$ cat src/rtl/fp_add_pkg.sv
// Shared definitions for the floating-point adder pipeline: default widths,
// the guard/round/sticky width and the unpacked operand layout.
package fp_add_pkg;

    localparam int DEF_EXP_W = 5;
    localparam int DEF_MAN_W = 11;
    localparam int GRS_W     = 3;

    // Unpacked operand as produced by the unpack stage; mantissa carries the hidden bit.
    typedef struct packed {
        logic                 sgn;
        logic [DEF_EXP_W-1:0] exp;
        logic [DEF_MAN_W-1:0] man;
    } fp_operand_t;

endpackage

$ cat src/rtl/fp_align_cmp.sv
// Combinational operand ordering for the alignment stage: picks the larger operand and
// computes the exponent difference. Define FPADD_MAG_SWAP_EN to also order equal exponents by mantissa.
module fp_align_cmp
    import fp_add_pkg::*;
#(
    parameter int EXP_W = DEF_EXP_W,
    parameter int MAN_W = DEF_MAN_W
) (
    input  logic             sgn_a,
    input  logic             sgn_b,
    input  logic [EXP_W-1:0] exp_a,
    input  logic [EXP_W-1:0] exp_b,
    input  logic [MAN_W-1:0] man_a,
    input  logic [MAN_W-1:0] man_b,
    output logic             swap,
    output logic             sgn_big,
    output logic             sgn_small,
    output logic [EXP_W-1:0] exp_big,
    output logic [MAN_W-1:0] man_big,
    output logic [MAN_W-1:0] man_small,
    output logic [EXP_W-1:0] diff
);

`ifdef FPADD_MAG_SWAP_EN
    // Larger magnitude first, so a later subtraction never goes negative.
    assign swap = (exp_b > exp_a) || ((exp_b == exp_a) && (man_b > man_a));
`else
    assign swap = exp_b > exp_a;
`endif

    assign sgn_big   = swap ? sgn_b : sgn_a;
    assign sgn_small = swap ? sgn_a : sgn_b;
    assign exp_big   = swap ? exp_b : exp_a;
    assign man_big   = swap ? man_b : man_a;
    assign man_small = swap ? man_a : man_b;
    assign diff      = swap ? (exp_b - exp_a) : (exp_a - exp_b);

endmodule

$ cat src/rtl/fp_align_pipe.sv
// Two-stage FP operand alignment: S1 holds the ordered operands, S2 the shifted small
// mantissa with guard/round/sticky. Honours FPADD_MAG_SWAP_EN through fp_align_cmp.
module fp_align_pipe
    import fp_add_pkg::*;
#(
    parameter int EXP_W = DEF_EXP_W,
    parameter int MAN_W = DEF_MAN_W
) (
    input  logic                   clk,
    input  logic                   rst,
    input  logic                   in_valid,
    output logic                   in_ready,
    input  logic                   in_sgn_a,
    input  logic                   in_sgn_b,
    input  logic [EXP_W-1:0]       in_exp_a,
    input  logic [EXP_W-1:0]       in_exp_b,
    input  logic [MAN_W-1:0]       in_man_a,
    input  logic [MAN_W-1:0]       in_man_b,
    output logic                   out_valid,
    input  logic                   out_ready,
    output logic                   out_sgn_big,
    output logic                   out_sgn_small,
    output logic [EXP_W-1:0]       out_exp,
    output logic [MAN_W-1:0]       out_man_big,
    output logic [MAN_W+GRS_W-1:0] out_man_small,
    output logic [EXP_W-1:0]       out_shift,
    output logic                   out_swapped,
    output logic                   out_eff_sub
);

    localparam int SH_W = MAN_W + GRS_W;

    logic             c_swap, c_sgn_big, c_sgn_small;
    logic [EXP_W-1:0] c_exp_big, c_diff;
    logic [MAN_W-1:0] c_man_big, c_man_small;

    logic             v1, s1_swapped, s1_sgn_big, s1_sgn_small;
    logic [EXP_W-1:0] s1_exp, s1_diff;
    logic [MAN_W-1:0] s1_man_big, s1_man_small;
    logic             v2;
    logic             s1_load, s2_load;

    logic [SH_W-1:0]  ext, shifted, lost_mask, aligned;

    fp_align_cmp #(.EXP_W(EXP_W), .MAN_W(MAN_W)) u_cmp (
        .sgn_a     (in_sgn_a),
        .sgn_b     (in_sgn_b),
        .exp_a     (in_exp_a),
        .exp_b     (in_exp_b),
        .man_a     (in_man_a),
        .man_b     (in_man_b),
        .swap      (c_swap),
        .sgn_big   (c_sgn_big),
        .sgn_small (c_sgn_small),
        .exp_big   (c_exp_big),
        .man_big   (c_man_big),
        .man_small (c_man_small),
        .diff      (c_diff)
    );

    assign s2_load     = !v2 || out_ready;
    assign s1_load     = !v1 || s2_load;
    assign in_ready    = s1_load;
    assign out_valid   = v2;
    assign out_eff_sub = out_sgn_big ^ out_sgn_small;

    // NOTE: every branch assigns every variable, so no latch is inferred.
    always_comb begin
        ext       = {s1_man_small, {GRS_W{1'b0}}};
        shifted   = ext >> s1_diff;
        lost_mask = ~({SH_W{1'b1}} << s1_diff);
        if (int'(s1_diff) >= SH_W)
            aligned = {{(SH_W-1){1'b0}}, |s1_man_small};
        else
            aligned = {shifted[SH_W-1:1], shifted[0] | (|(ext & lost_mask))};
    end

    // NOTE: state uses non-blocking assignments; data registers are reset too so outputs read 0 after reset.
    always_ff @(posedge clk or posedge rst) begin
        if (rst) begin
            v1           <= 1'b0;
            s1_swapped   <= 1'b0;
            s1_sgn_big   <= 1'b0;
            s1_sgn_small <= 1'b0;
            s1_exp       <= '0;
            s1_diff      <= '0;
            s1_man_big   <= '0;
            s1_man_small <= '0;
        end else if (s1_load) begin
            v1 <= in_valid;
            if (in_valid) begin
                s1_swapped   <= c_swap;
                s1_sgn_big   <= c_sgn_big;
                s1_sgn_small <= c_sgn_small;
                s1_exp       <= c_exp_big;
                s1_diff      <= c_diff;
                s1_man_big   <= c_man_big;
                s1_man_small <= c_man_small;
            end
        end
    end

    // Output registers only move when empty or consumed, which keeps held data stable.
    always_ff @(posedge clk or posedge rst) begin
        if (rst) begin
            v2            <= 1'b0;
            out_sgn_big   <= 1'b0;
            out_sgn_small <= 1'b0;
            out_exp       <= '0;
            out_man_big   <= '0;
            out_man_small <= '0;
            out_shift     <= '0;
            out_swapped   <= 1'b0;
        end else if (s2_load) begin
            v2 <= v1;
            if (v1) begin
                out_sgn_big   <= s1_sgn_big;
                out_sgn_small <= s1_sgn_small;
                out_exp       <= s1_exp;
                out_man_big   <= s1_man_big;
                out_man_small <= aligned;
                out_shift     <= s1_diff;
                out_swapped   <= s1_swapped;
            end
        end
    end

endmodule

$ cat config.mk
export PLATFORM = sky130hd
export DESIGN_NAME = fp_align_pipe
export DESIGN_NICKNAME = d
export VERILOG_FILES = /design/src/rtl/fp_add_pkg.sv /design/src/rtl/fp_align_cmp.sv /design/src/rtl/fp_align_pipe.sv
export SDC_FILE = /design/constraint.sdc
export NUM_CORES = 1
export LEC_CHECK = 0
export CAP_MARGIN = 20
export CORE_ASPECT_RATIO = 0.9
export CORE_UTILIZATION = 57
export DETAILED_ROUTE_END_ITERATION = 6
export GPL_ROUTABILITY_DRIVEN = 0
export PLACE_DENSITY_LB_ADDON = 0.1
export SLEW_MARGIN = 10
export SYNTH_ARGS = -nofsm -noshare
export SYNTH_HDL_FRONTEND = slang
export SYNTH_SLANG_ARGS = --single-unit
$ cat constraint.sdc
create_clock -name clk -period 5.06 [get_ports clk]
set_clock_uncertainty 0.15 [all_clocks]
set_input_delay 0.506 -clock clk [delete_from_list [all_inputs] [get_ports clk]]
set_output_delay 0.506 -clock clk [all_outputs]
set_load 0.02 [all_outputs]
# Word-level counts from Yosys, hierarchy flattened
# Cells that the tools add are included.
[totals] latch_bits=0 mem_count=0 ff_bits=75 mem_bits_ro=0 mem_bits_rw=0 inputBits=38 output_inout_bits=41
[op_classes] reduce_logical=8 muxes=7 mul=0 magnitude_cmp=2 addsub=2 n_bitwise=4 shift=2 eq_ne=0 div=0
[op_table] operator="two-way mux 11 bit" count=2
[op_table] operator="bitwise AND 14 bit" count=1
[op_table] operator="two-way mux 14 bit" count=1
[op_table] operator="inverter 14 bit" count=1
[op_table] operator="OR reduction 14 bit" count=1
[op_table] operator="<< shifter 14 x 5 -> 14 bit (first input constant)" count=1
[op_table] operator="right shift 14 x 5 -> 14 bit" count=1
[op_table] operator="OR reduction 11 bit" count=1
[op_table] operator="two-way mux 5 bit" count=2
[op_table] operator="subtractor 5 bit" count=2
[op_table] operator="greater-or-equal comparator 5 x 4 -> 1 bit (second input constant)" count=1
[op_table] operator="> comparator 5 bit" count=1
[op_table] operator="AND reduction 2 bit" count=2
[op_table] operator="zero test 1 bit" count=2
[op_table] operator="logical OR 1 bit" count=2
[op_table] operator="two-way mux 1 bit" count=2
[op_table] operator="OR 1 bit" count=1
[op_table] operator="XOR 1 bit" count=1

# Longest topological paths before layout
# Gate-level depths: netlist (run 1).
[depth] word_depth=6 mapped_depth=10 mapped_depth_nobuf=8

# By module
# A second synthesis (run 1) with hierarchy kept.
[unflattened] hier_cells=392 area_unflattened_um2=4145.2
[modules_own_cells] module="fp_align_pipe" cells_per_inst=302 seq_area_each_um2=1876.8 instances=1 area_each_um2=3392.0
[modules_own_cells] module="fp_align_cmp" cells_per_inst=90 seq_area_each_um2=0.0 instances=1 area_each_um2=753.2

# Worst setup path before layout (run 1)
# No wires, ideal clock.
[synth_path] path_type="input port to flip-flop" start="input in_exp_a[2]" end="register s1_diff[3]" cell_stages=9 setup_slack_ns=2.815 t_arrival_ns=1.966 t_required_ns=4.781 cell_sequence="inv_1 -> ha_1 -> buf_6 -> o21ai_2 -> a21oi_2 -> o21a_4 -> buf_12 -> nor4b_4 -> a2111o_1"
[synth_between] elab_chain_len=2
[synth_rtl] element="start: declaration" line_no="fp_align_pipe.sv:15" text="input logic [EXP_W-1:0] in_exp_a,"
[synth_rtl] element="subtractor 5 bit or > comparator 5 bit (tied branches)" line_no="fp_align_cmp.sv:36, fp_align_cmp.sv:28"
[synth_rtl] element="two-way mux 5 bit *" line_no="fp_align_cmp.sv:36" text="assign diff = swap ? (exp_b - exp_a) : (exp_a - exp_b);"
[synth_rtl] element="end signal: assignment" line_no="fp_align_pipe.sv:96" text="s1_diff <= c_diff;"
[synth_rtl] element="end: declaration" line_no="fp_align_pipe.sv:38" text="logic [EXP_W-1:0] s1_exp, s1_diff;"
# Every way passes the cells marked *; elsewhere a longest branch is shown, timed or not.
# A chain may end at the register's enable or synchronous reset.

# Final worst setup path (run 1)
# Same ends and word-level chain as after synthesis.

==> tab_implementation.tex, run 1 <==
\begin{tabular}{lr}
\hline
Metric & Value \\
\hline
\multicolumn{2}{l}{\textbf{Status}} \\
\quad Run status & finished clean \\
\multicolumn{2}{l}{\textbf{Clock network}} \\
\quad Hold\_buf cts & 0 \\
\quad CTS tree & yes \\
\quad Number of gates given a new drive strength after cts & 0 \\
\quad Clock edge transition at the registers on the reported setup and hold paths & 80 ps \\
\quad Maximum buffer depth of the clock tree & 2 \\
\quad H-tree Lvls & 3 \\
\quad Post-CTS setup buffer count & 0 \\
\quad TritonCTS buffer count & 9 \\
\quad Clock Root Buffer & clkbuf\_8 \\
\quad Clock Sink Count & 75 \\
\quad Latest clock arrival within the worst-skew pair & 340 ps \\
\multicolumn{2}{l}{\textbf{Global routing}} \\
\quad GRT Total Usage & 23.8\% \\
\quad Maximum number of pins on one net before global-route repair & 47 \\
\quad Final global-route overflow total & 0 \\
\quad Number of global-route vias before repair & 3,076 \\
\quad Initial antenna violation count & 0 \\
\quad Wire length of the first global-routing pass & 14,600 um \\
\multicolumn{2}{l}{\textbf{Power}} \\
\quad Pwr dens & 416 nW/um\^{}2 \\
\quad Leakage power & 2.21 nW \\
\quad Worst ir drop on vdd & 306 uV \\
\multicolumn{2}{l}{\textbf{Synthesis}} \\
\quad Fraction of the yosys area taken by sequential cells & 44.7\% \\
\quad Count of flip-flops with a built-in enable after synthesis & 0 \\
\quad Area of the mapped netlist & 4200 sq um \\
\quad FF+latch count, synth & 75 \\
\quad Top cell type's share of synthesized area & 44.7\% \\
\quad Netlist cell types & 59 \\
\quad Post-Syn Nets & 444 \\
\quad Main flop type after synthesis & dfrtp\_1 \\
\quad Avg Inst Size Synth & 10.6 sq um \\
\quad Async set-or-reset flop fraction in the synthesized netlist & 100\% \\
\quad Post-Synthesis Cells & 395 \\
\quad Most area-consuming cells after synthesis & dfrtp\_1 45\%, mux2i\_1 7.9\%, nand2\_1 5.0\% \\
\quad Cell accounting for the most synthesized area & dfrtp\_1 \\
\quad Count of synthesis-stage warnings from yosys & 0 \\
\multicolumn{2}{l}{\textbf{Critical path}} \\
\quad Critical path class & input port to flip-flop \\
\quad Slowest cell on crit path & o21a\_4 \\
\quad Count of cells along the worst register-to-register path & 4 \\
\quad Largest fanout on the critical path & 37 \\
\quad CP Data Arrival Time & 3000 ps \\
\quad Number of buffer and inverter instances along the worst setup path & 2 \\
\quad Chain of cells forming the critical path & clkdlybuf4s50\_1 > inv\_1 > ha\_1 > and4\_4 > a22oi\_2 > o21a\_4 > a21oi\_1 > a2111o\_1 \\
\quad Critical Path Stages & 8 \\
\quad Worst endpoint required time & 5130 ps \\
\quad Critical Path Source Type & input port \\
\quad CP Capture Type & flip-flop \\
\quad Top cell family by delay on the critical path & compound AO/OA/AOI/OAI gates \\
\quad Maximum single-stage delay on the critical path & 570 ps \\
\quad Worst R2R Setup Slack & 2680 ps \\
\multicolumn{2}{l}{\textbf{Die}} \\
\quad Floorplan Core Area & 7080 sq um \\
\quad Area enclosed by the die boundary & 7710 sq um \\
\quad Top-Level Pins & 79 \\
\quad Die width & 92.5 um \\
\quad Effective utilization at floorplan & 59.3\% \\
\quad Num rows & 29 \\
\quad Die boundary height & 83.4 um \\
\multicolumn{2}{l}{\textbf{Detailed routing}} \\
\quad Number of DRC violations after detailed routing & 0 \\
\quad Via/cell ratio & 5.77 \\
\quad Routed vias & 3,203 \\
\quad Routed WL per cell & 15.3 um \\
\quad Final routed wirelength across all metal layers & 8510 um \\
\quad Number of detailed-route iterations in the first pass & 4 \\
\quad Antenna violation net count after detailed routing & 0 \\
\quad Iteration-0 DRC count of the detailed router & 178 \\
\multicolumn{2}{l}{\textbf{Timing}} \\
\quad Portion of the clock cycle consumed by the worst path in the final layout & 57.9\% \\
\quad Worst hold slack & 329 ps \\
\quad Achievable clock frequency & 0.341 GHz \\
\quad Slew Viols, Final & 0 \\
\quad Sum of negative setup slack & 0 ps \\
\quad Shortest clock period the worst path allows after layout & 2930 ps \\
\quad Hold Vio Cnt, Final & 0 \\
\quad Setup violations, final & 0 \\
\quad RSZ-0062 raised after global routing & false \\
\quad Slew at the pin with the worst max-slew slack & 940 ps \\
\quad Max-Slew Margin vs Limit & 37.3\% \\
\multicolumn{2}{l}{\textbf{Final layout}} \\
\quad Final core utilization & 72.7\% \\
\quad Count of inserted antenna diode cells & 0 \\
\quad Ratio of cells with drive above 1 in the final layout & 13.0\% \\
\quad Area added between synthesis and finish & 22.5\% \\
\quad Total Nets Final & 506 \\
\quad Layout fillers & 546 \\
\multicolumn{2}{l}{\textbf{Flow run}} \\
\quad Count of maximum capacitance violations & 0 \\
\multicolumn{2}{l}{\textbf{Placement}} \\
\quad Detailed placer's ending HPWL & 5960 um \\
\quad Number of I/O port buffers & 78 \\
\multicolumn{2}{l}{\textbf{Hold path}} \\
\quad Worst Hold Depth & 2 \\
\quad Worst min-delay path category & flip-flop to flip-flop \\
\hline
\end{tabular}
-- power by group --
part,leakage (nW),switching [mW],internal [mW]
sequential,0.930,0.145,0.729
combinational,1.17,0.366,0.381
clock,0.111,0.225,0.296
-- state kept, by name (all words and copies together) (netlist names) --
register	cells
out_exp	5
s1_diff	5
s1_man_big	11
out_sgn_small	1
s1_sgn_small	1
out_valid	1
out_sgn_big	1
s1_man_small	11
out_man_big	11
s1_sgn_big	1
s1_exp	5
out_shift	5
v1	1
s1_swapped	1
out_swapped	1
out_man_small	14
-- layout make-up --
cell class	instances	area [sq um]	area share [%]
flip-flops and latches	75	1880	36.5
clock inverters	6	95.1	1.85
multi-input cells	275	2060	40.0
inverters	15	56.3	1.09
clock buffers	10	138	2.68
repair buffers	81	803	15.6
well taps	93	116	2.26
-- per-layer routing --
| layer | share of wire, % | up-vias | track usage (%) | wire length [um] |
|---|---|---|---|---|
| li1 | - | 1537 | - | - |
| met1 | 46 | 1558 | 32.8 | 3890 |
| met2 | 49 | 103 | 38.7 | 4130 |
| met3 | 5.1 | 5 | 5.59 | 433 |
| met4 | 0.63 | 0 | 5.11 | 54 |
| met5 | 0 | - | 0 | 0 |
-- metrics by stage --
step | power (mW) | setup WS, ps | area, sq um | cells
after global routing | 2.26 | 1980 | 5140 | 555
after floorplan | 1.36 | 2490 | 4200 | 395
final | 2.14 | 2130 | 5140 | 555
after global placement | 1.61 | 1890 | 4910 | 539
after CTS | 2.15 | 2150 | 5140 | 555
after detailed placement | 1.63 | 1790 | 4910 | 539
-- cell families after synthesis --
logic type,Yosys count,share of synthesized area [%]
AO/OA/AOI/OAI,99,15.6
XOR/XNOR,1,0.209
adder cells (fa/ha/maj),11,3.64
buffers and inverters,45,6.41
flip-flops,75,44.7
multiplexers,69,18.8
AND/OR/NAND/NOR,95,10.6
-- tightest hold or removal path, stage by stage, from the launching register on --
cell and delay [ps]:
dfrtp_1 350, nand2_1 50, o21ai_0 60
-- cells in the final DEF, fill, tap and decap left out, types with 3 or more instances in the layout --
cell type        instances
mux4_2                   4
a31oi_1                  4
buf_4                    3
dfrtp_1                 75
or3_1                    3
nor2_1                  11
a21o_1                   3
o21ai_0                  9
o21a_1                   3
nand3_1                  3
o21ai_1                 35
clkdlybuf4s50_1         78
nor4_1                   3
nor2b_1                  3
o31ai_1                  5
a22o_1                   3
clkbuf_8                10
inv_2                    3
a211oi_1                 4
ha_1                     9
o211ai_1                 4
mux2i_1                 33
a21oi_1                 10
mux2_2                  18
nor3_1                   3
nand2_1                 54
mux2_1                  12
nand2b_1                 4
inv_1                   12
-- synth_stat cells (all sizes together) (2+ instances only) --
master   count
o31ai        5
fa           2
nor3         3
a21o         3
clkbuf      15
a41oi        2
o21a         4
o21ai       45
mux2        32
a221oi       2
dfrtp       75
a21oi       11
a31oi        4
a211oi       4
nand2       56
and4         2
nand3b       2
o211ai       4
mux2i       33
a31o         2
nor2b        3
ha           9
inv         15
a2111oi      2
nor4         3
buf         15
or3          3
nor2        12
nand3        3
mux4         4
nand2b       4
a22o         3
-- final timing paths --
check / startpoint / endpoint
worst max-delay path: in_exp_a[2] / s1_diff[3]$_DFFE_PP0P_
worst min-delay path: out_shift[0]$_DFFE_PP0P_ / out_shift[0]$_DFFE_PP0P_
worst max register to register: s1_diff[0]$_DFFE_PP0P_ / out_man_small[0]$_DFFE_PP0P_
worst min register to register: out_shift[0]$_DFFE_PP0P_ / out_shift[0]$_DFFE_PP0P_
max in group asynchronous: rst / out_man_big[2]$_DFFE_PP0P_
min in group asynchronous: rst / out_man_big[10]$_DFFE_PP0P_
(Power assumes the default switching activity.)
==> inputs of run 2 (changes only) <==
--- a/config.mk
+++ b/config.mk
@@ -7,7 +7,7 @@
 export LEC_CHECK = 0
 export CAP_MARGIN = 20
 export CORE_ASPECT_RATIO = 0.9
-export CORE_UTILIZATION = 57
+export CORE_UTILIZATION = 48
 export DETAILED_ROUTE_END_ITERATION = 6
 export GPL_ROUTABILITY_DRIVEN = 0
 export PLACE_DENSITY_LB_ADDON = 0.1
==> constraint.sdc (replaced) <==
create_clock -name clk -period 2.37 [get_ports clk]
set_clock_uncertainty 0.15 [all_clocks]
set_input_delay 0.237 -clock clk [delete_from_list [all_inputs] [get_ports clk]]
set_output_delay 0.237 -clock clk [all_outputs]
set_load 0.02 [all_outputs]
==> tab_implementation.tex, run 2 (synthesis gave the netlist of run 1 again) <==
\begin{tabular}{lr}
\hline
Metric & Value \\
\hline
\multicolumn{2}{l}{\textbf{Status}} \\
\quad Run status & finished clean \\
\multicolumn{2}{l}{\textbf{Timing}} \\
\quad Slew at the pin with the worst max-slew slack & 611 ps \\
\quad RSZ-0062 raised after global routing & false \\
\quad Shortest clock period the worst path allows after layout & 2180 ps \\
\quad Portion of the clock cycle consumed by the worst path in the final layout & 92.1\% \\
\quad Hold Vio Cnt, Final & 0 \\
\quad Worst hold slack & 88.8 ps \\
\quad Slew Viols, Final & 0 \\
\quad Setup violations, final & 0 \\
\quad Max-Slew Margin vs Limit & 59.3\% \\
\quad Achievable clock frequency & 0.458 GHz \\
\multicolumn{2}{l}{\textbf{Clock network}} \\
\quad H-tree Lvls & 3 \\
\quad Maximum buffer depth of the clock tree & 2 \\
\quad Clock edge transition at the registers on the reported setup and hold paths & 80 ps \\
\quad Latest clock arrival within the worst-skew pair & 350 ps \\
\quad Post-CTS setup buffer count & 0 \\
\quad Hold\_buf cts & 0 \\
\quad TritonCTS buffer count & 9 \\
\quad CTS tree & yes \\
\quad Clock Root Buffer & clkbuf\_8 \\
\quad Number of gates given a new drive strength after cts & 0 \\
\quad Clock Sink Count & 75 \\
\multicolumn{2}{l}{\textbf{Global routing}} \\
\quad GRT Total Usage & 22.0\% \\
\quad Maximum number of pins on one net before global-route repair & 41 \\
\quad Wire length of the first global-routing pass & 15,800 um \\
\quad Final global-route overflow total & 0 \\
\quad Initial antenna violation count & 0 \\
\quad Number of global-route vias before repair & 3,340 \\
\multicolumn{2}{l}{\textbf{Detailed routing}} \\
\quad Total routed wire length on the met1 layer & 4310 um \\
\quad Highest routed layer & met4 \\
\quad Via/cell ratio & 5.38 \\
\quad Routed WL per cell & 15.0 um \\
\quad Number of DRC violations after detailed routing & 0 \\
\quad Met2 layer wire length in the routed design & 4250 um \\
\quad Iteration-0 DRC count of the detailed router & 122 \\
\quad Routed vias & 3,260 \\
\quad Final routed wirelength across all metal layers & 9110 um \\
\quad Antenna violation net count after detailed routing & 0 \\
\quad Number of detailed-route iterations in the first pass & 4 \\
\quad Met3 wirelength from detailed routing & 455 um \\
\multicolumn{2}{l}{\textbf{Final layout}} \\
\quad Area added between synthesis and finish & 28.2\% \\
\quad Ratio of cells with drive above 1 in the final layout & 18.1\% \\
\quad Count of inserted antenna diode cells & 0 \\
\quad Final std cells w/o fill & 606 \\
\quad Number of flip-flops in the largest register & 14 \\
\quad Register name with the most flops & out\_man\_small \\
\quad Leading cell types in the layout, fill and taps excluded & 78 x clkdlybuf4s50\_1, 75 x dfrtp\_1, 54 x nand2\_1, 35 x o21ai\_1, 33 x mux2i\_1 \\
\quad Total Nets Final & 535 \\
\quad Post-route cell area & 5380 sq um \\
\quad Most common library cell in the layout ignoring fill and taps & clkdlybuf4s50\_1 \\
\quad Final core utilization & 65.1\% \\
\multicolumn{2}{l}{\textbf{Die}} \\
\quad Die boundary height & 90.7 um \\
\quad Num rows & 31 \\
\quad Top-Level Pins & 79 \\
\quad Area enclosed by the die boundary & 9130 sq um \\
\quad Effective utilization at floorplan & 50.8\% \\
\quad Die width & 101 um \\
\quad Floorplan Core Area & 8260 sq um \\
\multicolumn{2}{l}{\textbf{Critical path}} \\
\quad CP Capture Type & flip-flop \\
\quad Count of cells along the worst register-to-register path & 6 \\
\quad Critical path class & input port to flip-flop \\
\quad Critical Path Stages & 9 \\
\quad CP Data Arrival Time & 2260 ps \\
\quad Largest fanout on the critical path & 14 \\
\quad Top cell family by delay on the critical path & buffers and inverters \\
\quad Critical Path Source Type & input port \\
\quad Maximum single-stage delay on the critical path & 490 ps \\
\quad Slowest cell on crit path & clkdlybuf4s50\_1 \\
\quad Worst endpoint required time & 2450 ps \\
\quad Chain of cells forming the critical path & clkdlybuf4s50\_1 > inv\_1 > ha\_1 > and4\_4 > a22oi\_2 > o21a\_4 > buf\_12 > mux2i\_1 > o21ai\_1 \\
\quad Number of buffer and inverter instances along the worst setup path & 3 \\
\multicolumn{2}{l}{\textbf{Placement}} \\
\quad Post-Place Cell Area & 5180 sq um \\
\quad Detailed placer's ending HPWL & 6700 um \\
\quad Instance count after placement with tap cells included & 590 \\
\quad Number of I/O port buffers & 78 \\
\multicolumn{2}{l}{\textbf{Flow run}} \\
\quad Count of maximum capacitance violations & 0 \\
\multicolumn{2}{l}{\textbf{Power}} \\
\quad Design internal power & 2.95 mW \\
\quad Total design power & 4.54 mW \\
\quad Worst ir drop on vdd & 416 uV \\
\quad Leakage power & 2.36 nW \\
\quad Combinational power share & 38.0\% \\
\quad Sequential fraction of design power & 39.9\% \\
\quad Relative contribution of the clock network to total power & 22.1\% \\
\quad Switching share of power & 35.0\% \\
\quad Net switching power & 1.59 mW \\
\quad Pwr dens & 844 nW/um\^{}2 \\
\multicolumn{2}{l}{\textbf{Hold path}} \\
\quad Worst min-delay path category & input port to asynchronous set/reset pin \\
\hline
\end{tabular}
[run 2: cell type report]
cell class,count,area (sq um)
fillers,688,2880
multi-input cells,275,2060
repair buffers,110,1050
flip-flops and latches,75,1880
inverters,15,56.3
clock buffers,10,138
well taps,115,144
clock inverters,6,62.6
[run 2: power by group through the flow]
stage,clock [mW],combinational [mW],sequential [mW]
floorplan,0,0.957,1.95
global placement,0,1.70,1.83
detailed placement,0,1.73,1.84
CTS,1.03,1.74,1.82
global route,1.08,1.89,1.87
finish,1.00,1.73,1.81
[run 2: final timing paths]
path | slack (ps) | to | from
setup / recovery | 190 | s1_man_small[5]$_DFFE_PP0P_ | in_exp_a[0]
hold / removal | 90 | out_exp[0]$_DFFE_PP0P_ | rst
setup reg to reg | 310 | out_man_small[1]$_DFFE_PP0P_ | s1_diff[0]$_DFFE_PP0P_
hold reg to reg | 330 | out_man_small[4]$_DFFE_PP0P_ | out_man_small[4]$_DFFE_PP0P_
max in group asynchronous | 1300 | s1_man_small[1]$_DFFE_PP0P_ | rst
min in group clk | 330 | out_man_small[4]$_DFFE_PP0P_ | out_man_small[4]$_DFFE_PP0P_
[run 2: metrics by stage]
step / setup TNS (ps) / setup WS [ps]
floorplan: 0 / 73.0
global placement: -2590 / -110
detailed placement: -4340 / -186
CTS: 0 / 179
global route: 0 / 70.7
finish: 0 / 186
[run 2: layer usage]
metal  GRT usage, %  up-vias
li1               -     1601
met1           30.1     1553
met2           35.0      100
met3           5.03        6
met4           5.92        0
met5              0        -
==> inputs of run 3 (changes only) <==
--- a/config.mk
+++ b/config.mk
@@ -7,11 +7,13 @@
 export LEC_CHECK = 0
 export CAP_MARGIN = 20
 export CORE_ASPECT_RATIO = 0.9
-export CORE_UTILIZATION = 48
+export CORE_UTILIZATION = 47
 export DETAILED_ROUTE_END_ITERATION = 6
 export GPL_ROUTABILITY_DRIVEN = 0
 export PLACE_DENSITY_LB_ADDON = 0.1
+export SETUP_SLACK_MARGIN = 0.4
 export SLEW_MARGIN = 10
 export SYNTH_ARGS = -nofsm -noshare
 export SYNTH_HDL_FRONTEND = slang
+export SYNTH_HIERARCHICAL = 1
 export SYNTH_SLANG_ARGS = --single-unit
==> tab_implementation.tex, run 3 <==
\begin{tabular}{lr}
\hline
Metric & Value \\
\hline
\multicolumn{2}{l}{\textbf{Timing}} \\
\quad RSZ-0062 raised after global routing & true \\
\quad Achievable clock frequency & 0.507 GHz \\
\quad Smallest setup slack after layout & 398 ps \\
\quad Portion of the clock cycle consumed by the worst path in the final layout & 83.2\% \\
\quad Slew at the pin with the worst max-slew slack & 468 ps \\
\quad Setup violations, final & 0 \\
\quad Max-Slew Margin vs Limit & 68.7\% \\
\quad Slew Viols, Final & 0 \\
\quad Hold Vio Cnt, Final & 0 \\
\quad Sum of negative setup slack & 0 ps \\
\quad Shortest clock period the worst path allows after layout & 1970 ps \\
\quad Worst hold slack & 113 ps \\
\multicolumn{2}{l}{\textbf{Detailed routing}} \\
\quad Iteration-0 DRC count of the detailed router & 122 \\
\quad Antenna violation net count after detailed routing & 0 \\
\quad Via/cell ratio & 5.24 \\
\quad Final routed wirelength across all metal layers & 10,100 um \\
\quad Number of detailed-route iterations in the first pass & 4 \\
\quad Routed vias & 3,310 \\
\quad Number of DRC violations after detailed routing & 0 \\
\quad Routed WL per cell & 16.0 um \\
\multicolumn{2}{l}{\textbf{Placement}} \\
\quad Number of I/O port buffers & 78 \\
\quad Detailed placer's ending HPWL & 7080 um \\
\quad Instance count after placement with tap cells included & 600 \\
\quad Worst setup timing slack at the placement stage & -359 ps \\
\multicolumn{2}{l}{\textbf{Synthesis}} \\
\quad Main flop type after synthesis & dfrtp\_1 \\
\quad Post-Syn Nets & 441 \\
\quad Avg Inst Size Synth & 10.6 sq um \\
\quad Fraction of the yosys area taken by sequential cells & 45.3\% \\
\quad Cell accounting for the most synthesized area & dfrtp\_1 \\
\quad Async set-or-reset flop fraction in the synthesized netlist & 100\% \\
\quad FF+latch count, synth & 75 \\
\quad Commonest cells post-synth & 81 x nand2\_1, 75 x dfrtp\_1, 48 x mux2\_2 \\
\quad Cell with the most instances after synthesis & nand2\_1 \\
\quad Count of synthesis-stage warnings from yosys & 6 \\
\quad Post-Synthesis Cells & 392 \\
\quad Most area-consuming cells after synthesis & dfrtp\_1 45\%, mux2\_2 13\%, nand2\_1 7.3\% \\
\quad Top cell type's share of synthesized area & 45.3\% \\
\quad Area of the mapped netlist & 4150 sq um \\
\quad Netlist cell types & 52 \\
\quad Count of flip-flops with a built-in enable after synthesis & 0 \\
\multicolumn{2}{l}{\textbf{Final layout}} \\
\quad Final std cells w/o fill & 632 \\
\quad Ratio of cells with drive above 1 in the final layout & 33.3\% \\
\quad Leading cell types in the layout, fill and taps excluded & 81 x nand2\_1, 72 x dfrtp\_1, 67 x clkdlybuf4s50\_1, 45 x mux2\_2, 41 x buf\_4 \\
\quad Area added between synthesis and finish & 41.4\% \\
\quad Number of flip-flops in the largest register & 14 \\
\quad Final core utilization & 68.4\% \\
\quad Register name with the most flops & out\_man\_small \\
\quad Total Nets Final & 557 \\
\quad Layout fillers & 692 \\
\quad Count of inserted antenna diode cells & 0 \\
\quad Most common library cell in the layout ignoring fill and taps & nand2\_1 \\
\multicolumn{2}{l}{\textbf{Critical path}} \\
\quad Maximum single-stage delay on the critical path & 290 ps \\
\quad Slowest cell on crit path & mux2\_4 \\
\quad CP Data Arrival Time & 2050 ps \\
\quad Chain of cells forming the critical path & buf\_2 > inv\_2 > ha\_4 > and3\_4 > and3\_4 > a21oi\_4 > buf\_6 > bufbuf\_16 > mux2\_4 > mux2\_4 \\
\quad Top cell family by delay on the critical path & buffers and inverters \\
\quad CP Capture Type & flip-flop \\
\quad Worst endpoint required time & 2450 ps \\
\quad Number of buffer and inverter instances along the worst setup path & 4 \\
\quad Largest fanout on the critical path & 5 \\
\quad Critical path class & input port to flip-flop \\
\quad Critical Path Source Type & input port \\
\multicolumn{2}{l}{\textbf{Global routing}} \\
\quad GRT Total Usage & 23.1\% \\
\quad Maximum number of pins on one net before global-route repair & 36 \\
\quad Wire length of the first global-routing pass & 16,300 um \\
\quad Initial antenna violation count & 0 \\
\quad Final global-route overflow total & 0 \\
\quad Number of global-route vias before repair & 3,371 \\
\multicolumn{2}{l}{\textbf{Power}} \\
\quad Combinational power share & 41.8\% \\
\quad Worst ir drop on vdd & 407 uV \\
\quad Design internal power & 3.43 mW \\
\quad Pwr dens & 888 nW/um\^{}2 \\
\quad Net switching power & 1.77 mW \\
\quad Sequential fraction of design power & 36.7\% \\
\quad Leakage power & 2.67 nW \\
\quad Relative contribution of the clock network to total power & 21.5\% \\
\quad Switching share of power & 34.0\% \\
\multicolumn{2}{l}{\textbf{Die}} \\
\quad Top-Level Pins & 79 \\
\quad Die boundary height & 91.1 um \\
\quad Num rows & 32 \\
\quad Floorplan Core Area & 8570 sq um \\
\quad Die width & 101 um \\
\quad Effective utilization at floorplan & 48.4\% \\
\quad Area enclosed by the die boundary & 9200 sq um \\
\multicolumn{2}{l}{\textbf{Status}} \\
\quad Run status & finished clean \\
\multicolumn{2}{l}{\textbf{Clock network}} \\
\quad Maximum buffer depth of the clock tree & 2 \\
\quad Clock Sink Count & 75 \\
\quad Clock Root Buffer & clkbuf\_8 \\
\quad CTS tree & yes \\
\quad Clock edge transition at the registers on the reported setup and hold paths & 80 ps \\
\quad Latest clock arrival within the worst-skew pair & 350 ps \\
\quad TritonCTS buffer count & 9 \\
\quad H-tree Lvls & 3 \\
\multicolumn{2}{l}{\textbf{Hold path}} \\
\quad Worst min-delay path category & input port to asynchronous set/reset pin \\
\multicolumn{2}{l}{\textbf{Flow run}} \\
\quad Count of maximum capacitance violations & 0 \\
\hline
\end{tabular}
[run 3: stage by stage]
step,instance area (sq um),power (mW)
3_5_place_dp,5400,3.96
4_1_cts,5780,5.19
6_report,5860,5.21
2_1_floorplan,4300,3.12
5_1_grt,5860,5.50
3_3_place_gp,5400,3.92
[run 3: final timing paths]
path | from | end | slack [ps] | cells after the start
hold / removal | rst | out_man_big[8]$_DFFE_PP0P_ | 110 | 2
setup reg to reg | s1_man_small[6]$_DFFE_PP0P_ | out_man_small[0]$_DFFE_PP0P_ | 420 | 5
min in group clk | in_exp_b[4] | s1_exp[4]$_DFFE_PP0P_ | 130 | 4
setup / recovery | in_exp_a[2] | s1_man_small[6]$_DFFE_PP0P_ | 400 | 10
hold reg to reg | s1_swapped$_DFFE_PP0P_ | out_swapped$_DFFE_PP0P_ | 320 | 2
max in group asynchronous | rst | out_shift[0]$_DFFE_PP0P_ | 1330 | 3
[run 3: cells by family after synthesis]
logic type,Yosys count,share of synthesized area [%]
flops,75,45.3
compound gates,55,8.96
simple gates,118,12.6
buf+inv,39,4.47
fa+ha+maj,11,3.68
xor+xnor,4,0.845
mux,90,24.2
[run 3: cell type report]
class | instances | area, sq um | share of cell area (%)
flip-flops and latches | 75 | 1880 | 32.1
multi-input cells | 278 | 2280 | 38.9
clock buffers | 12 | 155 | 2.65
inverters | 14 | 68.8 | 1.17
well taps | 119 | 149 | 2.54
clock inverters | 4 | 72.6 | 1.24
repair buffers | 130 | 1250 | 21.4
[run 3: what timing repair did]
item                       4_1_cts  5_1_grt
setup endpoints to repair       34       14
gates resized for setup         55       15
hold buffers                     0        0
gates cloned                     3        0
pin swaps                        6        7
buffers inserted                 6        7
[run 3: per-layer routing]
layer	wire [um]	vias to the layer above	track usage [%]
met5	0	-	0
met4	203	0	8.57
met3	383	13	4.70
met2	5160	78	38.8
met1	4350	1632	29.1
li1	-	1587	-
[run 3: power by group through the flow]
stage	registers, mW	logic (mW)	clock network, mW
after detailed placement	1.94	2.02	0
after CTS	1.91	2.13	1.15
after global placement	1.93	1.99	0
after global routing	1.95	2.35	1.20
final	1.91	2.17	1.12
after floorplan	2.04	1.08	0
